<file path="src/rtl/ps2_scancode_decoder.sv">
// ps2_scancode_decoder
// Turns the byte stream from the PS/2 receive FSM into Set-2 key events.
// It resolves the E0 extended prefix and the F0 break prefix, swallows the
// 8-byte Pause sequence (E1 + 7 bytes), and drops controller status bytes.
// Decoded events are queued in a show-ahead FIFO with a valid/ready handshake.
//
// Ports:
//   clk         system clock, rising edge
//   rst         synchronous active-high reset
//   rx_done     one-cycle strobe, rx_data holds a new byte
//   rx_data     received byte
//   key_valid   FIFO non-empty, head event presented
//   key_code    head event scan code (8'h00 when empty)
//   key_break   head event is a release
//   key_ext     head event is extended
//   key_ready   consumer accepts the head event when key_valid=1
//   overflow    one-cycle registered pulse: a completed event was dropped
//   fifo_count  number of queued events
module ps2_scancode_decoder #(
    parameter int FIFO_DEPTH = 4
) (
    input  logic                        clk,
    input  logic                        rst,
    input  logic                        rx_done,
    input  logic [7:0]                  rx_data,
    output logic                        key_valid,
    output logic [7:0]                  key_code,
    output logic                        key_break,
    output logic                        key_ext,
    input  logic                        key_ready,
    output logic                        overflow,
    output logic [$clog2(FIFO_DEPTH):0] fifo_count
);

    localparam int AW = $clog2(FIFO_DEPTH);
    localparam int CW = AW + 1;

    typedef enum logic [2:0] {
        ST_IDLE    = 3'd0,
        ST_EXT     = 3'd1,
        ST_BRK     = 3'd2,
        ST_EXT_BRK = 3'd3,
        ST_PAUSE   = 3'd4
    } state_t;

    // Controller status / acknowledge bytes that never form part of a key event.
    function automatic logic is_status(input logic [7:0] b);
        logic hit;
        case (b)
            8'h00, 8'hAA, 8'hEE, 8'hFA,
            8'hFC, 8'hFD, 8'hFE, 8'hFF: hit = 1'b1;
            default:                    hit = 1'b0;
        endcase
        return hit;
    endfunction

    state_t          state_r;
    state_t          state_nxt_s;
    logic [2:0]      skip_r;
    logic [2:0]      skip_nxt_s;
    logic            push_s;
    logic [9:0]      push_ev_s;

    logic [9:0]      mem_r [FIFO_DEPTH];
    logic [AW-1:0]   wr_ptr_r;
    logic [AW-1:0]   rd_ptr_r;
    logic [CW-1:0]   count_r;
    logic            overflow_r;
    logic            pop_s;
    logic            accept_s;
    logic            drop_s;

    // Decoder next-state: only advances on rx_done; events are {ext, brk, code}.
    always_comb begin
        state_nxt_s = state_r;
        skip_nxt_s  = skip_r;
        push_s      = 1'b0;
        push_ev_s   = 10'h000;
        if (rx_done) begin
            if (state_r == ST_PAUSE) begin
                // Pause bytes are counted, never interpreted or filtered.
                if (skip_r <= 3'd1) begin
                    push_s      = 1'b1;
                    push_ev_s   = {1'b0, 1'b0, 8'hE1};
                    skip_nxt_s  = 3'd0;
                    state_nxt_s = ST_IDLE;
                end else begin
                    skip_nxt_s = skip_r - 3'd1;
                end
            end else if (is_status(rx_data)) begin
                // Status byte abandons any pending prefix.
                state_nxt_s = ST_IDLE;
            end else begin
                case (state_r)
                    ST_IDLE: begin
                        case (rx_data)
                            8'hE0: state_nxt_s = ST_EXT;
                            8'hF0: state_nxt_s = ST_BRK;
                            8'hE1: begin
                                state_nxt_s = ST_PAUSE;
                                skip_nxt_s  = 3'd7;
                            end
                            default: begin
                                push_s    = 1'b1;
                                push_ev_s = {1'b0, 1'b0, rx_data};
                            end
                        endcase
                    end
                    ST_EXT: begin
                        case (rx_data)
                            8'hF0: state_nxt_s = ST_EXT_BRK;
                            8'hE0: state_nxt_s = ST_EXT;
                            default: begin
                                push_s      = 1'b1;
                                push_ev_s   = {1'b1, 1'b0, rx_data};
                                state_nxt_s = ST_IDLE;
                            end
                        endcase
                    end
                    ST_BRK: begin
                        case (rx_data)
                            8'hE0: state_nxt_s = ST_EXT_BRK;
                            8'hF0: state_nxt_s = ST_BRK;
                            default: begin
                                push_s      = 1'b1;
                                push_ev_s   = {1'b0, 1'b1, rx_data};
                                state_nxt_s = ST_IDLE;
                            end
                        endcase
                    end
                    ST_EXT_BRK: begin
                        case (rx_data)
                            8'hE0, 8'hF0: state_nxt_s = ST_EXT_BRK;
                            default: begin
                                push_s      = 1'b1;
                                push_ev_s   = {1'b1, 1'b1, rx_data};
                                state_nxt_s = ST_IDLE;
                            end
                        endcase
                    end
                    default: state_nxt_s = ST_IDLE;
                endcase
            end
        end else begin
            state_nxt_s = state_r;
        end
    end

    // Decoder state and pause skip counter.
    always_ff @(posedge clk) begin
        if (rst) begin
            state_r <= ST_IDLE;
            skip_r  <= 3'd0;
        end else begin
            state_r <= state_nxt_s;
            skip_r  <= skip_nxt_s;
        end
    end

    assign key_valid = (count_r != CW'(0));
    assign pop_s     = key_valid && key_ready;
    // A full queue still takes the new event when the head leaves this cycle.
    assign accept_s  = push_s && ((count_r != CW'(FIFO_DEPTH)) || pop_s);
    assign drop_s    = push_s && !accept_s;

    // FIFO pointers, occupancy and registered overflow pulse.
    always_ff @(posedge clk) begin
        if (rst) begin
            wr_ptr_r   <= '0;
            rd_ptr_r   <= '0;
            count_r    <= '0;
            overflow_r <= 1'b0;
        end else begin
            if (accept_s) begin
                wr_ptr_r <= wr_ptr_r + AW'(1);
            end
            if (pop_s) begin
                rd_ptr_r <= rd_ptr_r + AW'(1);
            end
            case ({accept_s, pop_s})
                2'b10:   count_r <= count_r + CW'(1);
                2'b01:   count_r <= count_r - CW'(1);
                default: count_r <= count_r;
            endcase
            overflow_r <= drop_s;
        end
    end

    // Event storage; contents are don't-care until counted as valid.
    always_ff @(posedge clk) begin
        if (accept_s) begin
            mem_r[wr_ptr_r] <= push_ev_s;
        end
    end

    // Show-ahead head outputs, forced to zero while the queue is empty.
    always_comb begin
        if (key_valid) begin
            {key_ext, key_break, key_code} = mem_r[rd_ptr_r];
        end else begin
            {key_ext, key_break, key_code} = 10'h000;
        end
    end

    assign overflow   = overflow_r;
    assign fifo_count = count_r;

endmodule

</file>
<file path="config.mk">
export PLATFORM = sky130hd
export DESIGN_NAME = ps2_scancode_decoder
export DESIGN_NICKNAME = d
export VERILOG_FILES = /design/src/rtl/ps2_scancode_decoder.sv
export SDC_FILE = /design/constraint.sdc
export NUM_CORES = 1
export LEC_CHECK = 0
export ABC_AREA = 0
export CAP_MARGIN = 20
export CORE_ASPECT_RATIO = 1.1
export CORE_UTILIZATION = 30
export CTS_CLUSTER_SIZE = 40
export DETAILED_ROUTE_END_ITERATION = 7
export PLACE_DENSITY_LB_ADDON = 0.3
export REMOVE_ABC_BUFFERS = 1
export SYNTH_ARGS = -nofsm -noshare
export SYNTH_HDL_FRONTEND = slang
export SYNTH_SLANG_ARGS = --single-unit
</file>
<file path="constraint.sdc">
create_clock -name clk -period 3.8 [get_ports clk]
set_clock_uncertainty 0.05 [all_clocks]
set_input_delay 0.76 -clock clk [delete_from_list [all_inputs] [get_ports clk]]
set_output_delay 0.76 -clock clk [all_outputs]
set_load 0.05 [all_outputs]
</file>
== After elaboration in Yosys (flattened, before gate mapping) ==
Memories as Yosys holds them, arrays and structs flattened. A register that Yosys moved wholly into a read port is not among the register bits.
Cells that the tools add are included.
Widths: inputs -> output; s select.
Storage, ports and cells
  register bits: 14
  latch bits: 0
  bits in writable memories: 40
  ROM bits: 0
  output and inout bits: 15
  word-level logic and storage cells: 90
  memories kept: 1
Operators by class
  add/subtract/negate cells: 5
  $mul: 0
  div/mod/pow operators: 0
  magnitude comparators: 1
  equal/unequal tests: 20
  shift-type cells: 0
  mux-type cells: 40
  bitwise gates (word level): 0
  reduce and logical (&&, ||, !) cells: 17
Memory list
  mem_r: words 4, width 10, rd ports 1, clocked after memory_dff 1, wr ports 1, RTL line 64  | logic [9:0] mem_r [FIFO_DEPTH];
Operators with widths (count)
  $eq 8x8->1 const B: 10
  $mux 10: 5
  $pmux 10 s4: 1
  $mux 3: 8
  $mux 8: 3
  $mux 1: 13
  $pmux 3 s4: 1
  $mux 9: 1
  $pmux 3 s3: 1
  $logic_not 8->1: 1
  $pmux 2 s2: 2
  $reduce_or 8->1: 1
  $eq 3x2->1 const B: 2
  $mux 2: 3
  $ne 6x5->1 const B: 1
  $pmux 3 s2: 1
  $reduce_bool 2->1: 3
  $reduce_or 3->1: 2
  $sub 3x1->3 const B: 2
  $add 2x1->2 const B: 2
  $reduce_and 4->1: 1
  $add 3x1->3 const B: 1
  $eq 3x1->1 const B: 1
  $eq 3x3->1 const B: 1
  other kinds (14): 16

== Logic depth before layout (Yosys ltp) ==
Gate-level depths: netlist of run 1.
  word-level depth: 11
  gate-level depth with buffers: 9

== Worst setup path after synthesis of run 1 ==
No wires, ideal clock.
  path type: register to output
  start point: register count_r[0], in the netlist fifo_count[0]
  end point: output port key_break
  data arrival time: 2.052 ns
  required time: 2.990 ns
  setup slack: 0.938 ns
  cell stages (with the launch flop): 4
  path buffers: 1
  cells stage by stage: dfxtp_1 > or3_1 > clkbuf_1 > and2_1
On the way
  cells in the longest elaborated chain, start to end: 2
RTL lines
  start, declared: RTL line 67  | logic [CW-1:0] count_r;
  start signal, assigned: RTL line 181  | 2'b10: count_r <= count_r + CW'(1);
  start signal, assigned: RTL line 182  | 2'b01: count_r <= count_r - CW'(1);
  start signal, assigned: RTL line 183  | default: count_r <= count_r;
  $reduce_bool 3->1: RTL line 160  | assign key_valid = (count_r != CW'(0));
  net key_valid: RTL line 26  | output logic key_valid,
  $mux 1: RTL line 198  | if (key_valid) begin
  end, declared: RTL line 28  | output logic key_break,
The timed path passes the listed nets, and every way through them passes these cells.

==> flow_metrics.env, run 1 <==
export IMPL_gp_congestion=0.785
export IMPL_antenna_found_initial=0
export IMPL_utilization_pct=37.0
export IMPL_dp_cells=328
export IMPL_crit_slowest_cell="clkdlybuf4s50_1"
export IMPL_numCtsBuffers=5
export IMPL_setup_ws_ns=0.740
export IMPL_overflow=0
export IMPL_ctsHtreeMaxLevel=2
export IMPL_pwr_share_comb_pct=30.1
export IMPL_drt_pass1_iterations=4
export IMPL_instances_no_fill=336
export IMPL_holdWs_ns=0.468
export IMPL_register_area_mm2=0.00152
export IMPL_multi_input_area_mm2=0.00108
export IMPL_pre_cts_slack_ns=0.547
export IMPL_clkPwrFrac_pct=21.8
export IMPL_drive_above_1_share_pct=19.1
export IMPL_grt_max_degree=19
export IMPL_core_area_mm2=0.00850
export IMPL_path_cells="buf_4 -> mux4_2 -> and2_1 -> clkdlybuf4s50_1"
export IMPL_max_freq_mhz=327
export IMPL_seq_area_frac_synth_pct=57.3
export IMPL_min_period_over_period_pct=80.5
export IMPL_die_w_um=91.7
export IMPL_reg2reg_from="fifo_count[1]$_SDFFE_PP0P_"
export IMPL_setup_viol=0
export IMPL_min_to="skip_r[1]$_SDFFE_PP0P_"
export IMPL_hold_violations=0
export IMPL_rsz0062_at_grt="no"
export IMPL_drtIter0Drc=47
export IMPL_grt_pass1_vias=1517
export IMPL_fin_setup_tns_ns=0
export IMPL_postCtsHoldBufs=0
export IMPL_max_cap_violations=0
export IMPL_avgSynthCellArea_um2=13.8
export IMPL_crit_buf_inv=2
export IMPL_post_cts_buffers=0
export IMPL_worstHoldStart="skip_r[1]$_SDFFE_PP0P_"
export IMPL_worstReg2RegEnd="fifo_count[1]$_SDFFE_PP0P_"
export IMPL_cts_root_buf="clkbuf_8"
export IMPL_p_int_mw=1.01
export IMPL_swShare_pct=32.5
export IMPL_outcome="finished clean"
export IMPL_ys_ff_latch=56
export IMPL_synth_edf_count=40
export IMPL_p_sw_mw=0.488
export IMPL_rr_worst_depth=7
export IMPL_routed_wl_mm=4.87
export IMPL_async_flop_share_pct=0
export IMPL_initial_core_util_pct=31.3
export IMPL_yosysTopAreaCellShare_pct=45.2
export IMPL_whs_path_depth=2
export IMPL_crit_cells=4
export IMPL_diodes=0
export IMPL_grt_usage_pct=11.1
export IMPL_ant_nets=0
export IMPL_power_density_mw_per_mm2=477
export IMPL_die_area_mm2=0.00923
export IMPL_drc=0
export IMPL_power_leakage_nw=1.06
export IMPL_synthDistinctLibCells=51
export IMPL_clk_pin_slew_ns=0.10
export IMPL_port_buffers=26
export IMPL_yosysWarningCount=0
export IMPL_path_delay_family="buffers and inverters"
export IMPL_seqPwrFrac_pct=48.1
export IMPL_clock_path_buffers=2
export IMPL_fillers=824
export IMPL_slowest_delay_ns=0.69
export IMPL_netlist_area_mm2=0.00266
export IMPL_ioPinCount=27
export IMPL_worst_ir_drop_vdd_uv=170
export IMPL_core_rowCount=35
export IMPL_worstPathRequired_ns=2.99
export IMPL_clock_latency_ns=0.31
export IMPL_cts_resized=0
export IMPL_cp_end_kind="output pin"
export IMPL_critPathLaunchType="flop"
export IMPL_relSlewSlack_pct=58.4
export IMPL_postSynthCellCount=193
export IMPL_wl_per_cell_um=14.5
export IMPL_cts_tree="yes"
export IMPL_grt_pass1_wl_mm=7.69
export IMPL_maxSlewViolCount=0
export IMPL_synth_flop_cell="edfxtp_1"
export IMPL_fin_crit_ns=3.06
export IMPL_cts_sinks=56
export IMPL_hold_path_class="flop to flop"
export IMPL_dp_hpwl_mm=3.52
export IMPL_syn2layout_area_growth_pct=18.5
export IMPL_final_nets=243
export IMPL_reg2reg_slack_ns=1.34
export IMPL_vias=1614
export IMPL_ys_top_cells_by_area="edfxtp_1 45%, dfxtp_1 12%, mux4_2 8.5%"
export IMPL_critPathMaxFanout=10
export IMPL_tightestPinTransition_ns=0.621
export IMPL_crit_type="flop to output pin"
export IMPL_fp_dieH_um=101
export IMPL_cp_data_arrival_time_ns=2.25
export IMPL_vias_per_cell=4.80
export IMPL_synth_top_area_cell="edfxtp_1"
## cells in the mapped netlist, types with 4 or more instances
| master | number |
|---|---|
| nor2_1 | 14 |
| nor3_1 | 4 |
| and2_1 | 16 |
| edfxtp_1 | 40 |
| inv_1 | 5 |
| nand2_1 | 9 |
| ha_1 | 6 |
| mux4_2 | 10 |
| dfxtp_1 | 16 |
| o21a_1 | 5 |
## cell type report
cell class                      count  share of cell area [%]
Clock buffer                        5                    2.19
Clock inverter                      3                   0.716
Inverter                            5                   0.596
Multi-Input combinational cell    125                    34.3
Sequential cell                    56                    48.3
Tap cell                          111                    4.41
Timing Repair Buffer               31                    9.46
## metrics by stage
step                total power [mW]  cell area, um2
finish                          1.50            3150
CTS                             1.52            3150
floorplan                       1.05            2620
detailed placement              1.20            3060
global route                    1.57            3150
global placement                1.19            3060
## worst register-to-register path, delay by kind of cell (launching register included)
kind,cells,cell delay [ns]
AO/OA/AOI/OAI,4,0.73
AND/OR/NAND/NOR,2,0.62
adder cells (fa/ha/maj),1,0.46
flip-flops,1,0.45
## routing by layer
metal,up-vias,global-route usage [%],share of wire (%),wire length (um)
met5,-,0,0,0
met4,0,4.21,1.4,70
met3,5,2.49,3.2,158
met2,29,19.2,50,2420
met1,784,13.4,46,2220
li1,796,-,-,-
## how the worst max path moves through the flow
stage	startpoint	end	slack (ns)
6_report	flop	key_break	0.74
5_1_grt	fifo_count[1]$_SDFFE_PP0P_	key_break	0.63
4_1_cts	flop	key_break	0.70
3_5_place_dp	rx_data[4]	fifo_count[1]$_SDFFE_PP0P_	0.55
3_3_place_gp	rx_data[4]	fifo_count[2]$_SDFFE_PP0P_	0.58
2_1_floorplan	fifo_count[0]$_SDFFE_PP0P_	fifo_count[1]$_SDFFE_PP0P_	1.01
## cells by family after synthesis
kind of cell	synth area share, %
muxes	10.0
adders and majority gates	3.58
buffers and inverters	2.07
and+or+nand+nor	16.0
xor gates and xnor gates	0.990
AOI/OAI and AO/OA	9.99
DFF	57.3
## sequential cells by signal, indices dropped and copies added, names as in the netlist, named ones only
register,count
fifo_count,3
mem_r,40
overflow,1
rd_ptr_r,2
skip_r,3
state_r,3
wr_ptr_r,2
## power by group through the flow
stage	Clock (mW)	Combinational [mW]	Sequential, mW
2_1_floorplan	0	0.283	0.763
6_report	0.327	0.452	0.723
3_5_place_dp	0	0.458	0.739
4_1_cts	0.338	0.458	0.725
5_1_grt	0.360	0.483	0.729
3_3_place_gp	0	0.458	0.737
## cell usage in the layout, fill, tap and decap left out, types with 2 or more instances in the layout
master           netlist  final
a31oi_1                2      2
and3_2                 3      3
ha_1                   6      6
and2_1                16     16
o21ai_1                2      2
inv_1                  5      5
nor3_1                 4      4
dfxtp_1               16     16
and3_1                 2      2
clkbuf_8               0      5
a311oi_1               3      3
o211a_1                2      2
nor3b_1                3      3
a21oi_1                3      3
and4_4                 2      2
nor2_1                14     14
o21a_1                 5      5
clkdlybuf4s50_1        0     26
xor2_1                 2      2
nand3b_1               2      2
nor3b_2                2      2
mux2i_1                3      3
edfxtp_1              40     40
nor4_1                 3      3
mux4_2                10     10
buf_4                  0      5
nand2_1                9      9
nor2_2                 2      2
nor2b_1                3      3
o21ai_0                3      3
No activity file was read; power rests on OpenSTA's default activity.
==> run 2: changes to the inputs <==
clock period = 3 ns   (was 3.8 ns; I/O delays follow)
==> run 2 against run 1 <==
  * Global-route usage rose by 1.3 points
  * Die area did not move
  * Critical path depth did not move
  * Total power rose by 31%
  * Sequential cell count did not move
  * Register-to-register slack got worse by 0.76 ns
  * Highest routed layer unchanged
==> flow_metrics.env, run 2 (synthesis gave the netlist of run 1 again) <==
export IMPL_crit_type="flop to output pin"
export IMPL_max_freq_mhz=348
export IMPL_critPathLaunchType="flop"
export IMPL_fin_crit_ns=2.88
export IMPL_core_rowCount=35
export IMPL_fin_area_mm2=0.00321
export IMPL_worstPathRequired_ns=2.35
export IMPL_dpl_cell_area_mm2=0.00310
export IMPL_drtIter0Drc=67
export IMPL_rsz0062_at_grt="no"
export IMPL_relSlewSlack_pct=56.4
export IMPL_clock_latency_ns=0.30
export IMPL_worstHoldStart="skip_r[1]$_SDFFE_PP0P_"
export IMPL_port_buffers=26
export IMPL_utilization_pct=37.7
export IMPL_cts_sinks=56
export IMPL_layout_commonest_cell="edfxtp_1"
export IMPL_layout_common_cells="40 x edfxtp_1, 22 x clkdlybuf4s50_1, 16 x and2_1, 16 x dfxtp_1, 16 x buf_4"
export IMPL_clkPwrFrac_pct=24.0
export IMPL_antenna_found_initial=0
export IMPL_grt_max_degree=17
export IMPL_drive_above_1_share_pct=22.8
export IMPL_syn2layout_area_growth_pct=20.7
export IMPL_max_cap_violations=0
export IMPL_final_nets=250
export IMPL_die_w_um=91.7
export IMPL_wl_per_cell_um=15.3
export IMPL_cp_data_arrival_time_ns=2.23
export IMPL_critPathMaxFanout=9
export IMPL_drt_pass1_iterations=4
export IMPL_wl_met2_mm=2.47
export IMPL_seqPwrFrac_pct=46.5
export IMPL_grt_pass1_vias=1668
export IMPL_clk_pin_slew_ns=0.09
export IMPL_ant_nets=0
export IMPL_rr_worst_depth=7
export IMPL_die_area_mm2=0.00923
export IMPL_reg2reg_slack_ns=0.58
export IMPL_routed_wl_mm=5.26
export IMPL_dp_hpwl_mm=3.80
export IMPL_p_int_mw=1.37
export IMPL_tightestPinTransition_ns=0.651
export IMPL_power_leakage_nw=1.10
export IMPL_ioPinCount=27
export IMPL_whs_path_depth=2
export IMPL_holdWs_ns=0.482
export IMPL_diodes=0
export IMPL_worstReg2RegEnd="fifo_count[1]$_SDFFE_PP0P_"
export IMPL_vias_per_cell=4.85
export IMPL_wl_met1_mm=2.48
export IMPL_cp_end_kind="output pin"
export IMPL_setup_viol=0
export IMPL_power_density_mw_per_mm2=616
export IMPL_maxSlewViolCount=0
export IMPL_worst_ir_drop_vdd_uv=215
export IMPL_reg2reg_from="fifo_count[1]$_SDFFE_PP0P_"
export IMPL_initial_core_util_pct=31.3
export IMPL_hold_path_class="flop to flop"
export IMPL_highest_layer="met4"
export IMPL_grt_pass1_wl_mm=8.65
export IMPL_swShare_pct=30.7
export IMPL_postCtsHoldBufs=0
export IMPL_core_area_mm2=0.00850
export IMPL_pwr_share_comb_pct=29.5
export IMPL_drc=0
export IMPL_p_sw_mw=0.606
export IMPL_post_cts_buffers=0
export IMPL_ctsHtreeMaxLevel=2
export IMPL_cts_root_buf="clkbuf_8"
export IMPL_min_period_over_period_pct=95.8
export IMPL_hold_violations=0
export IMPL_fp_dieH_um=101
export IMPL_grt_usage_pct=12.4
export IMPL_top_register="mem_r"
export IMPL_route_met3_wl_um=241
export IMPL_cts_tree="yes"
export IMPL_min_to="skip_r[1]$_SDFFE_PP0P_"
export IMPL_largest_register_ff_count=40
export IMPL_cts_resized=0
export IMPL_overflow=0
export IMPL_outcome="finished clean"
export IMPL_numCtsBuffers=5
export IMPL_gp_congestion=0.788
export IMPL_clock_path_buffers=2
export IMPL_vias=1663
run 2: changes by cell type in the layout (fill, tap and decap cells not counted):
cell	before	now
clkdlybuf4s50_1	26	22
bufinv_16	0	1
clkinv_4	1	0
buf_4	5	16
inv_6	1	0
clkbuf_1	0	1
run 2: final cells by class:
cell class,count,area [um2]
Clock buffer,6,72.6
Clock inverter,2,35.0
Fill cell,807,5290
Inverter,5,18.8
Multi-Input combinational cell,125,1080
Sequential cell,56,1520
Tap cell,111,139
Timing Repair Buffer,38,340
run 2: per-layer routing:
| metal | GRT usage (%) | vias to the layer above |
|---|---|---|
| li1 | - | 808 |
| met2 | 20.1 | 43 |
| met3 | 2.64 | 4 |
| met4 | 4.69 | 0 |
| met5 | 0 | - |
| met1 | 16.3 | 808 |
run 2: stage by stage:
stage	TNS (ns)	cells	power (mW)	setup WS, ns
2_1_floorplan	0	186	1.33	0.212
3_3_place_gp	-0.0938	335	1.53	-0.0802
3_5_place_dp	-0.156	335	1.53	-0.0530
4_1_cts	0	343	2.00	0.0832
5_1_grt	0	343	2.06	0.00228
6_report	0	343	1.97	0.125
run 2: worst max-delay path, cell delays in order, from the launching register on:
cell	delay, ns
dfxtp_1	0.32
buf_4	0.21
mux4_2	0.53
and2_1	0.17
clkdlybuf4s50_1	0.69
run 2: power groups by stage:
| stage | Sequential (mW) | Clock (mW) | Combinational [mW] |
|---|---|---|---|
| floorplan | 0.967 | 0 | 0.359 |
| global placement | 0.936 | 0 | 0.590 |
| detailed placement | 0.936 | 0 | 0.590 |
| CTS | 0.919 | 0.494 | 0.592 |
| global route | 0.926 | 0.513 | 0.624 |
| finish | 0.917 | 0.474 | 0.582 |
run 2: worst max-delay path by stage:
stage,start,to,slack (ns),cells past startpoint
after CTS,fifo_count[2]$_SDFFE_PP0P_,key_code[4],0.08,3
after detailed placement,rx_data[1],fifo_count[2]$_SDFFE_PP0P_,-0.05,8
final,flop,key_break,0.12,4
after global placement,rx_data[3],fifo_count[1]$_SDFFE_PP0P_,-0.08,8
after floorplan,fifo_count[0]$_SDFFE_PP0P_,fifo_count[1]$_SDFFE_PP0P_,0.21,7
after global routing,fifo_count[1]$_SDFFE_PP0P_,key_code[4],0.002,3
